$ cat src/rtl/bram_uart_dump_pkg.sv
// Shared constants for the BRAM-to-UART readout: FSM encoding and UART 8N1 framing.
package bram_uart_dump_pkg;

  localparam logic [2:0] S_IDLE  = 3'd0;
  localparam logic [2:0] S_FETCH = 3'd1;
  localparam logic [2:0] S_WAIT  = 3'd2;
  localparam logic [2:0] S_LATCH = 3'd3;
  localparam logic [2:0] S_SEND  = 3'd4;
  localparam logic [2:0] S_NEXT  = 3'd5;

  localparam logic UART_START_BIT       = 1'b0;
  localparam logic UART_STOP_BIT        = 1'b1;
  localparam int   UART_FRAME_LEN       = 10;
  // 100 MHz system clock, 115200 baud
  localparam int   UART_CLK_DIV_DEFAULT = 868;

endpackage

$ cat src/rtl/bram_uart_dump_if.sv
// BRAM read port as seen by the dump engine (master) and the BRAM read side (slave).
interface bram_uart_dump_if #(
  parameter int NB_ADDR = 15,
  parameter int NB_DATA = 32
);
  logic [NB_ADDR-1:0] o_read_addr;
  logic               o_read_enable;
  logic [NB_DATA-1:0] i_read_data;

  modport master (output o_read_addr, output o_read_enable, input i_read_data);
  modport slave  (input o_read_addr, input o_read_enable, output i_read_data);
endinterface

$ cat src/rtl/bram_uart_dump_uart_tx.sv
// 8N1 UART transmitter; o_ready rises in the last stop-bit cycle so frames can run back-to-back.
module bram_uart_dump_uart_tx
  import bram_uart_dump_pkg::*;
#(
  parameter int CLK_DIV = UART_CLK_DIV_DEFAULT
) (
  input  logic       clock,
  input  logic       i_reset,
  input  logic       i_valid,
  input  logic [7:0] i_byte,
  output logic       o_ready,
  output logic       o_tx
);
  localparam int                 NB_BAUD   = (CLK_DIV > 1) ? $clog2(CLK_DIV) : 1;
  localparam logic [NB_BAUD-1:0] BAUD_LAST = NB_BAUD'(CLK_DIV - 1);
  localparam logic [3:0]         BIT_LAST  = 4'(UART_FRAME_LEN - 1);

  logic [UART_FRAME_LEN-1:0] r_shift;
  logic [NB_BAUD-1:0]        r_baud;
  logic [3:0]                r_bit;
  logic                      r_active;
  logic                      w_bit_end;
  logic                      w_frame_end;

  assign w_bit_end   = r_active && (r_baud == BAUD_LAST);
  assign w_frame_end = w_bit_end && (r_bit == BIT_LAST);
  assign o_ready     = !r_active || w_frame_end;
  // Shift register idles all-ones, so the line stays high between frames
  assign o_tx        = r_shift[0];

  always_ff @(posedge clock) begin
    if (i_reset) begin
      r_shift  <= '1;
      r_baud   <= '0;
      r_bit    <= '0;
      r_active <= 1'b0;
    end else if (i_valid && o_ready) begin
      r_shift  <= {UART_STOP_BIT, i_byte, UART_START_BIT};
      r_baud   <= '0;
      r_bit    <= '0;
      r_active <= 1'b1;
    end else if (w_frame_end) begin
      r_shift  <= '1;
      r_baud   <= '0;
      r_bit    <= '0;
      r_active <= 1'b0;
    end else if (w_bit_end) begin
      r_shift  <= {1'b1, r_shift[UART_FRAME_LEN-1:1]};
      r_baud   <= '0;
      r_bit    <= r_bit + 4'd1;
    end else if (r_active) begin
      r_baud   <= r_baud + 1'b1;
    end
  end

endmodule

$ cat src/rtl/bram_uart_dump.sv
// Walks the capture BRAM from address 0 to DEPTH-1 and streams each word over UART,
// least-significant byte first.
module bram_uart_dump
  import bram_uart_dump_pkg::*;
#(
  parameter int NB_ADDR = 15,
  parameter int NB_DATA = 32,
  parameter int DEPTH   = 2048,
  parameter int CLK_DIV = UART_CLK_DIV_DEFAULT
) (
  input  logic                  clock,
  input  logic                  i_reset,
  input  logic                  i_start,
  bram_uart_dump_if.master      bram,
  output logic                  o_tx,
  output logic                  o_busy,
  output logic                  o_done
);
  localparam int                 NBYTES    = NB_DATA / 8;
  localparam int                 NB_BIDX   = (NBYTES > 1) ? $clog2(NBYTES) : 1;
  localparam logic [NB_BIDX-1:0] LAST_BYTE = NB_BIDX'(NBYTES - 1);
  localparam logic [NB_ADDR-1:0] LAST_ADDR = NB_ADDR'(DEPTH - 1);

  logic [2:0]         r_state;
  logic [NB_ADDR-1:0] r_addr;
  logic [NB_BIDX-1:0] r_byte_idx;
  logic [NB_DATA-1:0] r_word;
  logic               r_busy;
  logic               r_done;

  logic [NB_BIDX-1:0] w_next_idx;
  logic               w_uart_valid;
  logic [7:0]         w_uart_byte;
  logic               w_uart_ready;

  function automatic logic [7:0] byte_of(input logic [NB_DATA-1:0] word,
                                         input logic [NB_BIDX-1:0] idx);
    return 8'(word >> {idx, 3'b000});
  endfunction

  assign w_next_idx = r_byte_idx + 1'b1;

  // Byte 0 goes straight from the BRAM output during LATCH so the first start
  // bit lands the cycle after; later bytes come from the latched word.
  assign w_uart_valid = (r_state == S_LATCH) ||
                        ((r_state == S_SEND) && w_uart_ready && (r_byte_idx != LAST_BYTE));
  assign w_uart_byte  = (r_state == S_LATCH) ? bram.i_read_data[7:0]
                                             : byte_of(r_word, w_next_idx);

  assign bram.o_read_addr   = r_addr;
  assign bram.o_read_enable = (r_state == S_FETCH);
  assign o_busy             = r_busy;
  assign o_done             = r_done;

  always_ff @(posedge clock) begin
    if (i_reset) begin
      r_state    <= S_IDLE;
      r_addr     <= '0;
      r_byte_idx <= '0;
      r_busy     <= 1'b0;
      r_done     <= 1'b0;
    end else begin
      r_done <= 1'b0;
      case (r_state)
        S_IDLE: begin
          if (i_start) begin
            r_state <= S_FETCH;
            r_addr  <= '0;
            r_busy  <= 1'b1;
          end
        end
        S_FETCH: r_state <= S_WAIT;
        S_WAIT:  r_state <= S_LATCH;
        S_LATCH: begin
          r_byte_idx <= '0;
          r_state    <= S_SEND;
        end
        S_SEND: begin
          if (w_uart_ready) begin
            if (r_byte_idx == LAST_BYTE) r_state <= S_NEXT;
            else r_byte_idx <= w_next_idx;
          end
        end
        S_NEXT: begin
          if (r_addr == LAST_ADDR) begin
            r_done  <= 1'b1;
            r_busy  <= 1'b0;
            r_addr  <= '0;
            r_state <= S_IDLE;
          end else begin
            r_addr  <= r_addr + 1'b1;
            r_state <= S_FETCH;
          end
        end
        default: r_state <= S_IDLE;
      endcase
    end
  end

  always_ff @(posedge clock) begin
    if (r_state == S_LATCH) r_word <= bram.i_read_data;
  end

  bram_uart_dump_uart_tx #(
    .CLK_DIV (CLK_DIV)
  ) u_uart_tx (
    .clock   (clock),
    .i_reset (i_reset),
    .i_valid (w_uart_valid),
    .i_byte  (w_uart_byte),
    .o_ready (w_uart_ready),
    .o_tx    (o_tx)
  );

endmodule

$ cat src/flat_wrapper.sv
// flat-port wrapper written by rule: the top's interface ports become plain ports
module bram_uart_dump_flat import bram_uart_dump_pkg::*;
#(
  parameter int NB_ADDR = 15,
  parameter int NB_DATA = 32,
  parameter int DEPTH   = 2048,
  parameter int CLK_DIV = UART_CLK_DIV_DEFAULT
)
  (clock, i_reset, i_start, o_tx, o_busy, o_done, bram_o_read_addr, bram_o_read_enable, bram_i_read_data);
  bram_uart_dump_if #(.NB_ADDR(NB_ADDR), .NB_DATA(NB_DATA)) bram_i ();
  input  logic clock;
  input  logic i_reset;
  input  logic i_start;
  output logic o_tx;
  output logic o_busy;
  output logic o_done;
  output wire logic [$bits(bram_i.o_read_addr)-1:0] bram_o_read_addr;
  output wire logic [$bits(bram_i.o_read_enable)-1:0] bram_o_read_enable;
  input wire logic [$bits(bram_i.i_read_data)-1:0] bram_i_read_data;
  assign bram_o_read_addr = bram_i.o_read_addr;
  assign bram_o_read_enable = bram_i.o_read_enable;
  assign bram_i.i_read_data = bram_i_read_data;
  bram_uart_dump #(.NB_ADDR(NB_ADDR), .NB_DATA(NB_DATA), .DEPTH(DEPTH), .CLK_DIV(CLK_DIV)) u_core (.clock(clock), .i_reset(i_reset), .i_start(i_start), .bram(bram_i), .o_tx(o_tx), .o_busy(o_busy), .o_done(o_done));
endmodule
$ cat config.mk
export PLATFORM = sky130hd
export DESIGN_NAME = bram_uart_dump_flat
export DESIGN_NICKNAME = d
export VERILOG_FILES = /design/src/rtl/bram_uart_dump_pkg.sv /design/src/rtl/bram_uart_dump_if.sv /design/src/rtl/bram_uart_dump_uart_tx.sv /design/src/rtl/bram_uart_dump.sv /design/src/flat_wrapper.sv
export SDC_FILE = /design/constraint.sdc
export NUM_CORES = 1
export LEC_CHECK = 0
export ABC_AREA = 1
export BUFFER_PORTS_ARGS = -buffer_cell sky130_fd_sc_hd__buf_2
export CORE_MARGIN = 10
export CORE_UTILIZATION = 55
export CTS_BUF_LIST = sky130_fd_sc_hd__clkbuf_4 sky130_fd_sc_hd__clkbuf_8
export DETAILED_ROUTE_END_ITERATION = 10
export GPL_ROUTABILITY_DRIVEN = 0
export PLACE_DENSITY = 0.78
export SETUP_SLACK_MARGIN = 0.2
export SYNTH_ARGS = -nofsm -noshare
export SYNTH_HDL_FRONTEND = slang
export SYNTH_SLANG_ARGS = --single-unit
$ cat constraint.sdc
create_clock -name clock -period 3.9 [get_ports clock]
set_clock_uncertainty 0.1 [all_clocks]
set_input_delay 0.78 -clock clock [delete_from_list [all_inputs] [get_ports clock]]
set_output_delay 0.78 -clock clock [all_outputs]
set_load 0.01 [all_outputs]
* Word level (Yosys, flattened, before mapping)
Index checks and enable logic that the tools add are counted.
** Cells by class
- Add/subtract/negate cells :: 4
- Equal/unequal tests :: 15
- Shift-type cells :: 1
- Muxes and demuxes :: 21
- Bitwise logic cells :: 1
- Reductions and logical operators :: 20
** Operator list (number)
- $shr 32x5->8 :: 1
- $mux 15 :: 2
- $pmux 15 s2 :: 1
- $mux 9 :: 3
- $pmux 3 s6 :: 1
- $add 15x1->15 const B :: 1
- $eq 15x11->1 const B :: 1
- $add 10x1->10 const B :: 1
- $eq 10x10->1 const B :: 1
- $ne 2x2->1 const B :: 5
- $mux 3 :: 3
- $reduce_and 3->1 :: 3
- $mux 8 :: 1
- $eq 3x2->1 const B :: 2
- $eq 3x3->1 const B :: 2
- $mux 1 :: 6
- $reduce_bool 2->1 :: 3
- $logic_and 1x1->1 :: 5
- $add 4x1->4 const B :: 1
- $eq 4x4->1 const B :: 1
- $mux 2 :: 2
- $pmux 2 s2 :: 1
- $reduce_or 4->1 :: 1
- $eq 3x1->1 const B :: 1
- 12 further kinds :: 13
** Word-level totals
- Register bits :: 78
- Input bits :: 35
- Output and inout bits :: 19
- Logic and storage cells :: 72

* Longest topological paths before layout
- Word-level depth :: 9
- Depth in mapped cells :: 11
- Gate-level depth less buffers :: 11

* By module
From an unflattened synthesis, not the netlist that was laid out.
** Second synthesis, totals
- Cell total of the unflattened synthesis :: 480
- Area total of the unflattened synthesis :: 3908.7 sq um
** By module, submodules not included
- bram_uart_dump :: times used 1, cells each 297, area each 2565.0 sq um
- bram_uart_dump_uart_tx :: times used 1, cells each 183, area each 1343.8 sq um

* Worst setup path before layout
No wires, ideal clock.
- Path kind :: register to register
- Start :: register u_core.r_state[0]
- End :: register u_core.u_uart_tx.r_shift[3]
- Library setup time :: 0.112 ns
- Data arrival time :: 1.480 ns
- Setup slack :: 2.208 ns
- Stages on the path, launching flop included :: 9
- Path buffers :: 1
- Clock period less this slack :: 1.692 ns
- Cell sequence :: dfxtp_1 > nand2_2 > nor2_8 > inv_2 > buf_2 > a21boi_1 > nand3_1 > nand3_1 > nand2_1
** On the way
- Cells in the longest elaborated chain, start to end :: 6
** Ends and longest elaborated chain
- start, declared :: RTL line bram_uart_dump.sv:24 : logic [2:0] r_state;
- start signal, assigned :: RTL line bram_uart_dump.sv:57 : r_state <= S_IDLE;
- start signal, assigned :: RTL line bram_uart_dump.sv:67 : r_state <= S_FETCH;
- start signal, assigned :: RTL line bram_uart_dump.sv:72 : S_FETCH: r_state <= S_WAIT;
- $eq 3x3->1 :: RTL line bram_uart_dump.sv:46 : ((r_state == S_SEND) && w_uart_ready && (r_byte_idx != LAST_BYTE));
- $logic_and 1x1->1 (2 in a row) :: RTL line bram_uart_dump.sv:46
- $logic_or 1x1->1 :: RTL line bram_uart_dump.sv:45 : assign w_uart_valid = (r_state == S_LATCH) ||
- $logic_and 1x1->1 :: RTL line bram_uart_dump_uart_tx.sv:37 : end else if (i_valid && o_ready) begin
- $reduce_bool 3->1 (no source line) / $mux 9 (equally long branches)
- end signal, assigned :: RTL line bram_uart_dump_uart_tx.sv:38 : r_shift <= {UART_STOP_BIT, i_byte, UART_START_BIT};
- end signal, assigned :: RTL line bram_uart_dump_uart_tx.sv:48 : r_shift <= {1'b1, r_shift[UART_FRAME_LEN-1:1]};
- end, declared :: RTL line bram_uart_dump_uart_tx.sv:18 : logic [UART_FRAME_LEN-1:0] r_shift;
Several ways; a longest one is shown, not always the timed one.
A chain may end at the register's enable or synchronous reset.

* Worst setup path after layout
- Start :: register u_core.r_byte_idx[0]
- End :: register u_core.u_uart_tx.r_shift[8]
** On the way
- Cells in the longest elaborated chain, start to end :: 5
** Ends and longest elaborated chain
- start, declared :: RTL line bram_uart_dump.sv:26 : logic [NB_BIDX-1:0] r_byte_idx;
- start signal, assigned :: RTL line bram_uart_dump.sv:81 : else r_byte_idx <= w_next_idx;
- branches (longest 5 deep; another with $add 2x1->2)
Parallel ways; which one is timed is not known.

==> results.sh <==
export IMPL_wl_per_cell_um=12.92
export IMPL_place_port_buffers=53
export IMPL_ant_nets=0
export IMPL_finalSetupViolations=0
export IMPL_grtUsageTotal_pct=15.30
export IMPL_syn_nets=517
export IMPL_drive_gt1_share_pct=19.48
export IMPL_wl_um=8138
export IMPL_vdd_ir_drop_max_uv=261.7
export IMPL_drc_errors=0
export IMPL_grt_overflow=0
export IMPL_nets=569
export IMPL_synth_seq_cells=78
export IMPL_async_reset_ff_share_pct=0
export IMPL_area_delta_synth_final_pct=14.41
export IMPL_power_density_mw_per_mm2=400.5
export IMPL_die_w_um=104.1
export IMPL_diodes=0
export IMPL_rows=30
export IMPL_max_slew_margin_pct=52.65
export IMPL_post_cts_buffers=0
export IMPL_setup_tns_ns=0
export IMPL_clk_latency_ns=0.35
export IMPL_io_pins=54
export IMPL_cap_viol_max_count=0
export IMPL_core_mm2=0.006832
export IMPL_cts_tree="done"
export IMPL_combPwrFrac_pct=8.7
export IMPL_syn_inst=477
export IMPL_min_path_type="flop to flop"
export IMPL_cts_buffers=9
export IMPL_dp_hpwl_um=5965
export IMPL_synth_area_leaders="edfxtp_1, dfxtp_1, nand2_1, nand3_1, inv_1"
export IMPL_critPathArrivalTime_ns=2.53
export IMPL_grt_max_degree=39
export IMPL_drv_slew=0
export IMPL_whs_ns=0.3751
export IMPL_die_area_mm2=0.01083
export IMPL_yosys_cell_types_count=43
export IMPL_synth_edf_count=32
export IMPL_htree_levels=3
export IMPL_num_vias=3329
export IMPL_syn_avg_cell_area_um2=8.152
export IMPL_rsz0062_at_grt="false"
export IMPL_swShare_pct=22.86
export IMPL_num_fill_cells=588
export IMPL_worstMarginPinSlew_ns=0.7093
export IMPL_path_class="flop to flop"
export IMPL_end_kind="flop"
export IMPL_cts_sink_count=78
export IMPL_antenna_found_initial=0
export IMPL_yosysWarningCount=0
export IMPL_drt_iter0_drc=223
export IMPL_critPathLaunchType="flop"
export IMPL_synth_area_mm2=0.003889
export IMPL_finalCriticalPeriod_ns=2.342
export IMPL_switchingPower_mw=0.4073
export IMPL_crit_required_ns=4.08
export IMPL_ctsRootBufferMaster="clkbuf_8"
export IMPL_die_h_um=104.1
export IMPL_synth_top_cell_area_share_pct=24.71
export IMPL_p_int_mw=1.374
export IMPL_clkPwrFrac_pct=41.3
export IMPL_drt_pre_antenna_iters=8
export IMPL_status="finished clean"
export IMPL_path_clk_slew_ns=0.08
export IMPL_finalCritPeriodShare_pct=60.04
export IMPL_yosysTopAreaCell="edfxtp_1"
export IMPL_power_leakage_nw=1.916
export IMPL_yosysSeqAreaShare_pct=48.39
export IMPL_cts_hold_buf=0
export IMPL_fmax_mhz=427.0
export IMPL_grt_pass1_vias=3169
export IMPL_grt_pass1_wl_um=14190
export IMPL_cp_max_fo=19
export IMPL_cts_repair_resized=0
export IMPL_cts_buffer_depth=2
export IMPL_final_hold_viol_count=0
export IMPL_ys_flop_type="dfxtp_1"
export IMPL_p_seq_share_pct=50.0
export IMPL_vias_per_cell=5.284
export IMPL_initial_core_util_pct=56.92
==> final timing paths <==
kind / from / endpoint / slack (ns) / cells past startpoint
max reg2reg: u_core.r_byte_idx[0] / u_core.u_uart_tx.r_shift[8] / 1.56 / 8
min: u_core.u_uart_tx.r_bit[3] / u_core.u_uart_tx.r_bit[3] / 0.38 / 2
min reg2reg: u_core.u_uart_tx.r_bit[3] / u_core.u_uart_tx.r_bit[3] / 0.38 / 2
max: u_core.r_byte_idx[0] / u_core.u_uart_tx.r_shift[8] / 1.56 / 8
==> critical path, stage by stage, from the launching register on <==
cell and delay (ns):
dfxtp_1 0.79, ha_1 0.49, inv_1 0.30, o21ai_0 0.14, o22ai_1 0.13, nand2_1 0.07
nand3_1 0.10, nor2_1 0.07, nor2_1 0.09
==> state kept, by name, indices dropped and copies added (netlist names) <==
signal	cells
u_core.u_uart_tx.r_baud	10
u_core.o_done	1
u_core.r_word	32
u_core.r_byte_idx	2
u_core.o_busy	1
u_core.u_uart_tx.r_shift	9
u_core.u_uart_tx.r_active	1
u_core.u_uart_tx.r_bit	4
u_core.bram.o_read_addr	15
u_core.r_state	3
==> cell type report <==
class	count	area [um^2]	area share, %
sequential	78	1882	42.29
multi-input combinational	323	1689	37.96
timing repair buffer	54	272.8	6.130
inverter	63	239.0	5.371
clock buffer	11	138.9	3.121
tap	96	120.1	2.700
clock inverter	5	107.6	2.418
==> power groups by stage <==
stage	clock [mW]	combinational (mW)	sequential [mW]
global route	0.784	0.175	0.894
floorplan	0	0.117	0.907
finish	0.735	0.155	0.891
CTS	0.748	0.156	0.891
global placement	0	0.153	0.909
detailed placement	0	0.156	0.910
==> Yosys cell counts (3+ instances only) <==
| library cell | n |
|---|---|
| nor2_1 | 36 |
| edfxtp_1 | 32 |
| nor3_1 | 5 |
| a21oi_1 | 21 |
| a21oi_2 | 3 |
| xor2_1 | 7 |
| or2_2 | 3 |
| dfxtp_1 | 46 |
| nand4_1 | 7 |
| o21ai_1 | 4 |
| o211ai_1 | 10 |
| nand2_2 | 4 |
| nand3_1 | 61 |
| ha_1 | 5 |
| inv_1 | 53 |
| a21boi_1 | 3 |
| inv_2 | 8 |
| clkbuf_1 | 3 |
| nor2_4 | 3 |
| nand2_1 | 118 |
| o21ai_0 | 9 |
| buf_2 | 6 |
==> cells by family (layout without fill, tap and decap cells) <==
family	after synthesis	in the layout	share of synthesized area (%)
simple gates	253	253	31.15
flops	78	78	48.39
buf+inv	76	133	8.172
compound gates	57	57	8.880
xor+xnor	8	8	1.802
fa+ha+maj	5	5	1.609
==> through the flow <==
step	instance area, um^2	worst slack [ns]	instances	utilization (%)	power [mW]
2_1_floorplan	3889	2.208	477	-	1.024
3_5_place_dp	4203	1.581	614	61.52	1.065
4_1_cts	4449	1.629	630	65.13	1.795
5_1_grt	4449	1.347	630	65.13	1.853
6_report	4449	1.558	630	65.13	1.782
3_3_place_gp	4203	1.604	614	61.52	1.063
==> layout by cell type, fill, tap and decap left out, drive strengths merged, types with 3 or more instances in the layout <==
cell type    n
or2          5
inv         62
o21ai       13
bufinv       3
xor2         7
dfxtp       46
clkinv       3
o211ai      10
clkbuf      11
nand2      125
nand3       64
a21boi       3
buf         54
nor2        43
ha           5
nor3         6
nand4        7
edfxtp      32
a21oi       24
==> metal layers <==
layer  GRT usage [%]  routed length [um]  vias up
met4           5.666                 104        0
met1           18.62                3604     1543
li1                -                   -     1674
met3           4.523                 490       11
met2           24.95                3938      101
met5               0                   0        -
Power figures use the tool's default switching activity.
